<file path="src/rtl/expr_tx_if.sv">
// Parallel-load / serial character-stream bundle for expr_tx.
// master = the serialiser, slave = the loader/consumer side.
interface expr_tx_if #(
  parameter int MAX_TERMS = 8
);
  logic                     start;
  logic [3:0]               num_terms;
  logic [4*MAX_TERMS-1:0]   digits;
  logic [MAX_TERMS-2:0]     ops;
  logic [7:0]               out_char;
  logic                     out_valid;
  logic                     out_ready;
  logic                     busy;
  logic                     done;
  logic                     err;

  modport master (
    input  start, num_terms, digits, ops, out_ready,
    output out_char, out_valid, busy, done, err
  );

  modport slave (
    output start, num_terms, digits, ops, out_ready,
    input  out_char, out_valid, busy, done, err
  );
endinterface

</file>
<file path="src/rtl/expr_tx.sv">
// Serialises a captured expression digit (op digit)* as ASCII under valid/ready.
// Optional '=' terminator is enabled by defining EXPR_TX_TERM_EN.
module expr_tx #(
  parameter int MAX_TERMS = 8
) (
  input  logic     clk,
  input  logic     clr,
  expr_tx_if.master bus
);
  localparam int         DW    = 4 * MAX_TERMS;
  localparam int         OW    = MAX_TERMS - 1;
  localparam logic [3:0] MAX_N = 4'(MAX_TERMS);

`ifdef EXPR_TX_TERM_EN
  typedef enum logic [1:0] {S_IDLE = 2'd0, S_DIG = 2'd1, S_OP = 2'd2, S_TERM = 2'd3} state_t;
`else
  typedef enum logic [1:0] {S_IDLE = 2'd0, S_DIG = 2'd1, S_OP = 2'd2} state_t;
`endif

  state_t          state_q;
  logic [3:0]      idx_q;
  logic [3:0]      n_q;
  logic [DW-1:0]   digits_q;
  logic [OW-1:0]   ops_q;
  logic [7:0]      char_q;
  logic            valid_q;
  logic            busy_q;
  logic            done_q;
  logic            err_q;

  logic            start_ok_d;
  logic            xfer_d;
  logic            last_dig_d;
  logic            op_mul_d;
  logic [OW-1:0]   op_sh_d;
  logic [3:0]      next_digit_d;

  function automatic logic [3:0] digit_at(input logic [DW-1:0] d, input logic [3:0] i);
    logic [DW-1:0] sh;
    sh = d >> {i, 2'b00};
    return sh[3:0];
  endfunction

  // A request is legal only with an in-range count and BCD in every used operand.
  always_comb begin
    start_ok_d = (bus.num_terms != 4'd0) && (bus.num_terms <= MAX_N);
    for (int i = 0; i < MAX_TERMS; i++) begin
      start_ok_d = start_ok_d & ~((4'(i) < bus.num_terms) && (bus.digits[4*i +: 4] > 4'd9));
    end
  end

  // Decode helpers for the captured expression at the current index.
  always_comb begin
    xfer_d       = valid_q & bus.out_ready;
    last_dig_d   = (idx_q == (n_q - 4'd1));
    op_sh_d      = ops_q >> idx_q;
    op_mul_d     = op_sh_d[0];
    next_digit_d = digit_at(digits_q, idx_q + 4'd1);
  end

  // Control FSM with registered stream and status outputs.
  always_ff @(posedge clk or posedge clr) begin
    if (clr) begin
      state_q  <= S_IDLE;
      idx_q    <= 4'd0;
      n_q      <= 4'd0;
      digits_q <= '0;
      ops_q    <= '0;
      char_q   <= 8'h00;
      valid_q  <= 1'b0;
      busy_q   <= 1'b0;
      done_q   <= 1'b0;
      err_q    <= 1'b0;
    end else begin
      done_q <= 1'b0;
      err_q  <= 1'b0;
      case (state_q)
        S_IDLE: begin
          if (bus.start) begin
            if (start_ok_d) begin
              digits_q <= bus.digits;
              ops_q    <= bus.ops;
              n_q      <= bus.num_terms;
              idx_q    <= 4'd0;
              char_q   <= {4'h3, bus.digits[3:0]};
              valid_q  <= 1'b1;
              busy_q   <= 1'b1;
              state_q  <= S_DIG;
            end else begin
              err_q <= 1'b1;
            end
          end else begin
            state_q <= S_IDLE;
          end
        end
        S_DIG: begin
          if (xfer_d) begin
            if (last_dig_d) begin
`ifdef EXPR_TX_TERM_EN
              char_q  <= 8'h3D;
              state_q <= S_TERM;
`else
              char_q  <= 8'h00;
              valid_q <= 1'b0;
              busy_q  <= 1'b0;
              done_q  <= 1'b1;
              state_q <= S_IDLE;
`endif
            end else begin
              char_q  <= op_mul_d ? 8'h2A : 8'h2B;
              state_q <= S_OP;
            end
          end else begin
            state_q <= S_DIG;
          end
        end
        S_OP: begin
          if (xfer_d) begin
            idx_q   <= idx_q + 4'd1;
            char_q  <= {4'h3, next_digit_d};
            state_q <= S_DIG;
          end else begin
            state_q <= S_OP;
          end
        end
`ifdef EXPR_TX_TERM_EN
        S_TERM: begin
          if (xfer_d) begin
            char_q  <= 8'h00;
            valid_q <= 1'b0;
            busy_q  <= 1'b0;
            done_q  <= 1'b1;
            state_q <= S_IDLE;
          end else begin
            state_q <= S_TERM;
          end
        end
`endif
        default: begin
          state_q <= S_IDLE;
          char_q  <= 8'h00;
          valid_q <= 1'b0;
          busy_q  <= 1'b0;
        end
      endcase
    end
  end

  assign bus.out_char  = char_q;
  assign bus.out_valid = valid_q;
  assign bus.busy      = busy_q;
  assign bus.done      = done_q;
  assign bus.err       = err_q;
endmodule
</file>
<file path="src/flat_wrapper.sv">
// flat-port wrapper written by rule: the top's interface ports become plain ports
module expr_tx_flat 
#(
  parameter int MAX_TERMS = 8
)
  (clk, clr, bus_start, bus_num_terms, bus_digits, bus_ops, bus_out_ready, bus_out_char, bus_out_valid, bus_busy, bus_done, bus_err);
  expr_tx_if #(.MAX_TERMS(MAX_TERMS)) bus_i ();
  input  logic clk;
  input  logic clr;
  input wire logic [$bits(bus_i.start)-1:0] bus_start;
  input wire logic [$bits(bus_i.num_terms)-1:0] bus_num_terms;
  input wire logic [$bits(bus_i.digits)-1:0] bus_digits;
  input wire logic [$bits(bus_i.ops)-1:0] bus_ops;
  input wire logic [$bits(bus_i.out_ready)-1:0] bus_out_ready;
  output wire logic [$bits(bus_i.out_char)-1:0] bus_out_char;
  output wire logic [$bits(bus_i.out_valid)-1:0] bus_out_valid;
  output wire logic [$bits(bus_i.busy)-1:0] bus_busy;
  output wire logic [$bits(bus_i.done)-1:0] bus_done;
  output wire logic [$bits(bus_i.err)-1:0] bus_err;
  assign bus_i.start = bus_start;
  assign bus_i.num_terms = bus_num_terms;
  assign bus_i.digits = bus_digits;
  assign bus_i.ops = bus_ops;
  assign bus_i.out_ready = bus_out_ready;
  assign bus_out_char = bus_i.out_char;
  assign bus_out_valid = bus_i.out_valid;
  assign bus_busy = bus_i.busy;
  assign bus_done = bus_i.done;
  assign bus_err = bus_i.err;
  expr_tx #(.MAX_TERMS(MAX_TERMS)) u_core (.clk(clk), .clr(clr), .bus(bus_i));
endmodule
</file>
<file path="config.mk">
export PLATFORM = sky130hd
export DESIGN_NAME = expr_tx_flat
export DESIGN_NICKNAME = d
export VERILOG_FILES = /design/src/rtl/expr_tx_if.sv /design/src/rtl/expr_tx.sv /design/src/flat_wrapper.sv
export SDC_FILE = /design/constraint.sdc
export NUM_CORES = 1
export LEC_CHECK = 0
export CAP_MARGIN = 20
export CORE_MARGIN = 4
export CORE_UTILIZATION = 52
export CTS_CLUSTER_DIAMETER = 80
export DETAILED_ROUTE_END_ITERATION = 8
export PLACE_DENSITY_LB_ADDON = 0.1
export SLEW_MARGIN = 10
export SYNTH_ARGS = -nofsm -noshare
export SYNTH_HDL_FRONTEND = slang
export SYNTH_SLANG_ARGS = --single-unit
</file>
<file path="constraint.sdc">
create_clock -name clk -period 3.3 [get_ports clk]
set_input_delay 0.66 -clock clk [delete_from_list [all_inputs] [get_ports clk]]
set_output_delay 0.66 -clock clk [all_outputs]
set_load 0.05 [all_outputs]
</file>
==> results of run 1 <==
==> registers in the layout, indices dropped and copies added (netlist names) <==
register / flops
u_core.bus.out_char: 6
u_core.bus.done: 1
u_core.idx_q: 4
u_core.n_q: 4
u_core.digits_q: 32
u_core.state_q: 2
u_core.bus.out_valid: 1
u_core.bus.err: 1
u_core.ops_q: 7
==> final timing paths <==
kind | start | end | slack (ns) | cells past startpoint
max | bus_num_terms[2] | u_core.digits_q[23] | 0.41 | 8
min | u_core.ops_q[3] | u_core.ops_q[3] | 0.50 | 1
max reg2reg | u_core.idx_q[1] | u_core.bus.out_char[1] | 0.77 | 6
min reg2reg | u_core.ops_q[3] | u_core.ops_q[3] | 0.50 | 1
max in group asynchronous | clr | u_core.digits_q[17] | 2.34 | 3
min in group asynchronous | clr | u_core.digits_q[3] | 0.70 | 3
==> layer usage <==
metal | global-route usage, % | wire length (µm) | vias to the layer above | part of all wire [%]
met2 | 33.3 | 3310 | 67 | 48
li1 | - | - | 981 | -
met3 | 5.28 | 420 | 12 | 6.1
met5 | 0 | 0 | - | 0
met4 | 5.76 | 101 | 0 | 1.5
met1 | 26.8 | 3020 | 1083 | 44
==> report_power, final <==
group	switching [mW]	total, mW	internal (mW)
clock network	0.282	0.713	0.431
registers	0.216	1.20	0.987
logic	0.602	1.34	0.736
==> critical path: stages <==
cell                              delay (ns)
sky130_fd_sc_hd__clkdlybuf4s50_1        0.49
sky130_fd_sc_hd__or3b_1                 0.38
sky130_fd_sc_hd__o221ai_1               0.21
sky130_fd_sc_hd__a41o_2                 0.26
sky130_fd_sc_hd__nand4_4                0.09
sky130_fd_sc_hd__or3_2                  0.49
sky130_fd_sc_hd__buf_12                 0.20
sky130_fd_sc_hd__mux2_4                 0.30
==> cells in the mapped netlist, types with 5 or more instances <==
cell	n
sky130_fd_sc_hd__mux2_4	37
sky130_fd_sc_hd__a21oi_1	6
sky130_fd_sc_hd__nand2_1	13
sky130_fd_sc_hd__xnor2_1	7
sky130_fd_sc_hd__dfrtp_1	58
sky130_fd_sc_hd__mux2_2	9
sky130_fd_sc_hd__nor3_1	6
sky130_fd_sc_hd__nor2_1	8
sky130_fd_sc_hd__o211ai_1	5
sky130_fd_sc_hd__clkbuf_1	7
sky130_fd_sc_hd__mux4_2	9
sky130_fd_sc_hd__mux2i_1	5
sky130_fd_sc_hd__o21ai_0	12
sky130_fd_sc_hd__inv_1	11
==> final cells by class <==
| type | instances | share of cell area (%) |
|---|---|---|
| timing repair buffer | 65 | 16.8 |
| sequential | 58 | 36.6 |
| inverter | 11 | 1.04 |
| clock buffer | 13 | 4.51 |
| tap | 72 | 2.27 |
| clock inverter | 3 | 1.13 |
| multi-input combinational | 152 | 37.7 |
==> through the flow <==
stage                     area (µm²)  setup WS (ns)  util [%]  std cells
after floorplan                 3130          0.711         -        238
after global placement          3750          0.124      66.0        358
after detailed placement        3750         0.0569      66.0        358
after CTS                       3970          0.408      70.0        374
after global routing            3970          0.332      70.0        374
final                           3970          0.412      70.0        374
==> cells by family (layout without fill, tap and decap cells) <==
| group | Yosys count | after routing | synth area share (%) |
|---|---|---|---|
| multiplexers | 60 | 60 | 29.1 |
| flip-flops | 58 | 58 | 46.4 |
| AO/OA/AOI/OAI | 42 | 42 | 9.32 |
| AND/OR/NAND/NOR | 38 | 38 | 6.16 |
| buffers and inverters | 28 | 92 | 5.88 |
| XOR/XNOR | 8 | 8 | 2.24 |
| adder cells (fa/ha/maj) | 2 | 2 | 0.800 |
| other | 1 | 2 | 0.120 |
==> impl_results.md, run 1 <==
- Share of the synthesized area in the top cell type: 46.4%
- Register area share after synthesis: 46.4%
- DR vias/cell: 5.73
- Synthesized area divided by synthesized cell count: 13.2 µm²
- Top Ports: 59
- Initial antenna violation count: 0
- Worst hold slack after final layout: 0.505 ns
- Overall die height: 85.6 µm
- Final-report hold violation count: 0
- TritonCTS clock tree: done
- Type of destination of the critical path: flip-flop
- Worst setup path class: in -> reg
- Cell Area, Synth: 3130 µm²
- Total global routing track utilization: 20.4%
- DRC: 0
- Unrepaired setup endpoints after global routing: false
- Via count of the routed design: 2143
- Ratio of final minimum period to clock period: 87.5%
- Element type at the critical path start: primary input
- Highest-count cells in the layout ignoring fill and taps: sky130_fd_sc_hd__dfrtp_1 (58), sky130_fd_sc_hd__clkdlybuf4s50_1 (56), sky130_fd_sc_hd__mux2_4 (37)
- Die outline area: 7320 µm²
- Clk slew on worst S/H paths: 0.06 ns
- Top post-synthesis cells by area: sky130_fd_sc_hd__dfrtp_1 (46%), sky130_fd_sc_hd__mux2_4 (18%), sky130_fd_sc_hd__mux4_2 (6.5%), sky130_fd_sc_hd__mux2_2 (3.2%), sky130_fd_sc_hd__xnor2_1 (2.0%)
- Peak supply drop: 0.630 mV
- Post CTS Setup Buffer Count: 0
- Root Buffer Master: sky130_fd_sc_hd__clkbuf_8
- Count of H-tree levels built during CTS: 3
- Crit Path Max Fanout: 23
- Starting utilization of the core area: 55.1%
- CTS sink cnt: 58
- Die boundary width: 85.6 µm
- Total length of routed wires: 6.86 mm
- Core region area: 5680 µm²
- Antenna diode count: 0
- Total clock buffers created by CTS: 9
- Number of violations reported at the end of detailed-routing iteration 0: 99
- Number of inserted filler cells in the final layout: 428
- Leading cell type in the layout, fill and taps excluded: sky130_fd_sc_hd__dfrtp_1
- Global-route wire length before repair: 11.6 mm
- Number of synthesized flops with an enable pin: 0
- Number of distinct library cells after synthesis: 45
- Power per Cell Area: 820 nW/µm²
- Area growth from synthesis to final layout: 26.9%
- Largest net degree at the start of global routing: 59
- Library cell occupying the most area in the post-synthesis netlist: sky130_fd_sc_hd__dfrtp_1
- Routability cong.: 0.808
- Max Cap Viol: 0
- Data arrival at the endpoint of the critical path: 3.10 ns
- Port Buf Inserts: 56
- Min Tclk post-route: 2.89 ns
- Class of the tightest hold or removal check: reg -> reg
- Number of buffers between clock root and the deepest sink: 2
- Clk Latency, worst-skew pair: 0.34 ns
- Sequential cell area: 1450 µm²
- Number of detailed-routing iterations run before antenna repair: 4
- # setup viols final: 0
- WP data required: 3.51 ns
- Synth warn: 0
- Sum of overflow across all layers after global routing: 0
- Max transition margin: 47.4%
- Number of resized instances in the post-cts repair step: 0
- Overall power: 3.25 mW
- DPL Wire Length: 4.94 mm
- Static leakage: 1.80 nW
- Number of buffers inserted for hold repair after clock tree synthesis: 0
- Post-route antenna net violation count: 0
- Std-Cell Rows: 27
- Via count of the first global-routing pass: 2297
- Cell count after synthesis: 237
- Multi-input logic area: 1500 µm²
- Synth Flop Type: sky130_fd_sc_hd__dfrtp_1
- Highest attainable clock frequency: 346 MHz
- Net count reported at finish: 346
- Setup total negative slack: 0 ns
- Flop and latch count out of synthesis: 58
- Layout cell share with drive strength beyond 1: 28.8%
- Worst setup skew after layout: 0.0106 ns
- FFs w/ async S/R, synth: 100%
- Slew at the pin closest to its max-slew limit: 0.782 ns
- Average wire per cell in the routed design: 18.3 µm
- Result of the run: finished, final reports clean
- Number of pins with negative max-slew slack in the final report: 0
No activity file was read; power rests on OpenSTA's default activity.
==> run 2: changes to the inputs <==
Settings changed: ABC_CLOCK_PERIOD_IN_PS set to 3300.
==> results of run 2 <==
The final DEF is identical to that of run 1; final timing and power are the same.
==> patch 1, RTL diff (settings of run 1) <==
Add a define of `EXPR_TX_TERM_EN`.
--- a/src/rtl/expr_tx.sv
+++ b/src/rtl/expr_tx.sv
@@ -2,2 +2,4 @@
 // Optional '=' terminator is enabled by defining EXPR_TX_TERM_EN.
+`define EXPR_TX_TERM_EN
+
 module expr_tx #(
Formal check against the unedited RTL: not equivalent (Yosys sat finds a counterexample within 4 cycles, from zero or initial values).
==> patch 1 against run 1 <==
Sequential share of layout area is 1.9 points higher. Register-to-register slack got worse by 210 ps. Routed wire length is 6.5% lower. Final area is 5.0% lower. Die area down 4.7%. Highest routed layer unchanged. Largest cell class is now registers. Synthesized cell count rose by 0.42%. Setup slack better by 63 ps. Sequential cell count unchanged. Area after synthesis down 5.2%. Non-clock buffer count decreased by 1.
Power is not compared: it rests on default switching activity, and its combinational part moved more than twofold at a synthesized area within 25%.
==> patch 1: results <==
set metrics [dict create \
    status "complete, no violations" \
    place_congestion 0.793 \
    min_from "u_core.digits_q[2]$_DFFE_PP0P_" \
    largest_reg_flops 32 \
    met2_usage_pct 30.7 \
    vias 2102 \
    netlist_instances 238 \
    yosysSeqAreaShare_pct 48.9 \
    first_global_vias 2151 \
    skew_ps 7.23 \
    r2r_slack_ps 560 \
    nets 345 \
    r2r_end "u_core.bus.out_char[2]$_DFFE_PP0P_" \
    grt_usage_pct 20.3 \
    drive_gt1_share_pct 27.9 \
    cpLargestDelayFamily "buffers and inverters" \
    dp_hpwl_um 4800 \
    fillCellCount 427 \
    detailedPlace.worstSlack_ps 163 \
    cp_slowest_stage_delay_ps 570 \
    drt_iter0_drc 104 \
    grt_use_met1_pct 28.6 \
    critPathLaunch "bus_num_terms[3]" \
    grt_pass1_wl_um 11100 \
    synth.area.top_cells "dfrtp_1 (49%), mux2_2 (16%), mux4_2 (6.8%)" \
    grt_util_met3_pct 4.44 \
    min_to "u_core.digits_q[2]$_DFFE_PP0P_" \
]
## patch 1: cell types whose count changed in the layout (fill, tap and decap cells not counted), moves of 2 or more
cell	before	now
mux2_2	9	42
mux2_4	37	4
xnor2_1	7	2
a31o_2	1	4
nand3_1	2	5
a211oi_1	0	2
clkinvlp_4	2	0
inv_1	10	8
nand2_1	13	11
o21ai_0	12	10
xor2_1	1	3
## patch 1: power groups by stage
stage,combinational (uW),sequential [uW],clock [uW]
after floorplan,34.6,724,0
after global placement,108,724,0
after detailed placement,109,724,0
after CTS,109,711,572
after global routing,118,711,611
final,108,711,562
## patch 1: per-stage QoR
stage / utilization [%] / hold WS, ps / instances / area [um2]
after CTS: 68.5 / 504 / 369 / 3770
final: 68.5 / 501 / 369 / 3770
after floorplan: - / 474 / 239 / 2970
after global routing: 68.5 / 519 / 369 / 3770
after detailed placement: 65.5 / 490 / 357 / 3610
after global placement: 65.5 / 481 / 357 / 3610
## patch 1: cell families after synthesis
group           after synthesis  share of synthesized area, %
mux                          60                          26.5
flops                        58                          48.9
compound gates               43                          10.1
simple gates                 41                          6.75
buf+inv                      27                          4.47
xor+xnor                      6                          2.24
fa+ha+maj                     2                         0.844
other cells                   1                         0.126
## patch 1: cell type report
cell class	count	area share (%)
clock buffers	12	4.38
inverters	9	0.896
multi-input cells	154	36.7
flip-flops and latches	58	38.5
well taps	72	2.39
repair buffers	64	17.1
## patch 1: worst max-delay path by stage
stage,endpoint,slack [ps],cells after the start
2_1_floorplan,u_core.digits_q[0]$_DFFE_PP0P_,720,9
3_3_place_gp,u_core.n_q[1]$_DFFE_PP0P_,170,7
3_5_place_dp,u_core.n_q[2]$_DFFE_PP0P_,160,7
4_1_cts,u_core.n_q[1]$_DFFE_PP0P_,480,7
5_1_grt,u_core.bus.out_char[2]$_DFFE_PP0P_,350,6
6_report,u_core.n_q[1]$_DFFE_PP0P_,470,7
## patch 1: worst reg2reg max path: cells and delay by family (launching register included)
kind / cells / cell delay, ps
flip-flops: 1 / 500
adder cells (fa/ha/maj): 1 / 730
AO/OA/AOI/OAI: 2 / 320
multiplexers: 3 / 1060
## patch 1: layer usage
metal	vias up	part of all wire, %
li1	985	-
met1	1050	47
met2	57	47
met3	10	5.0
met4	0	1.4
met5	-	0
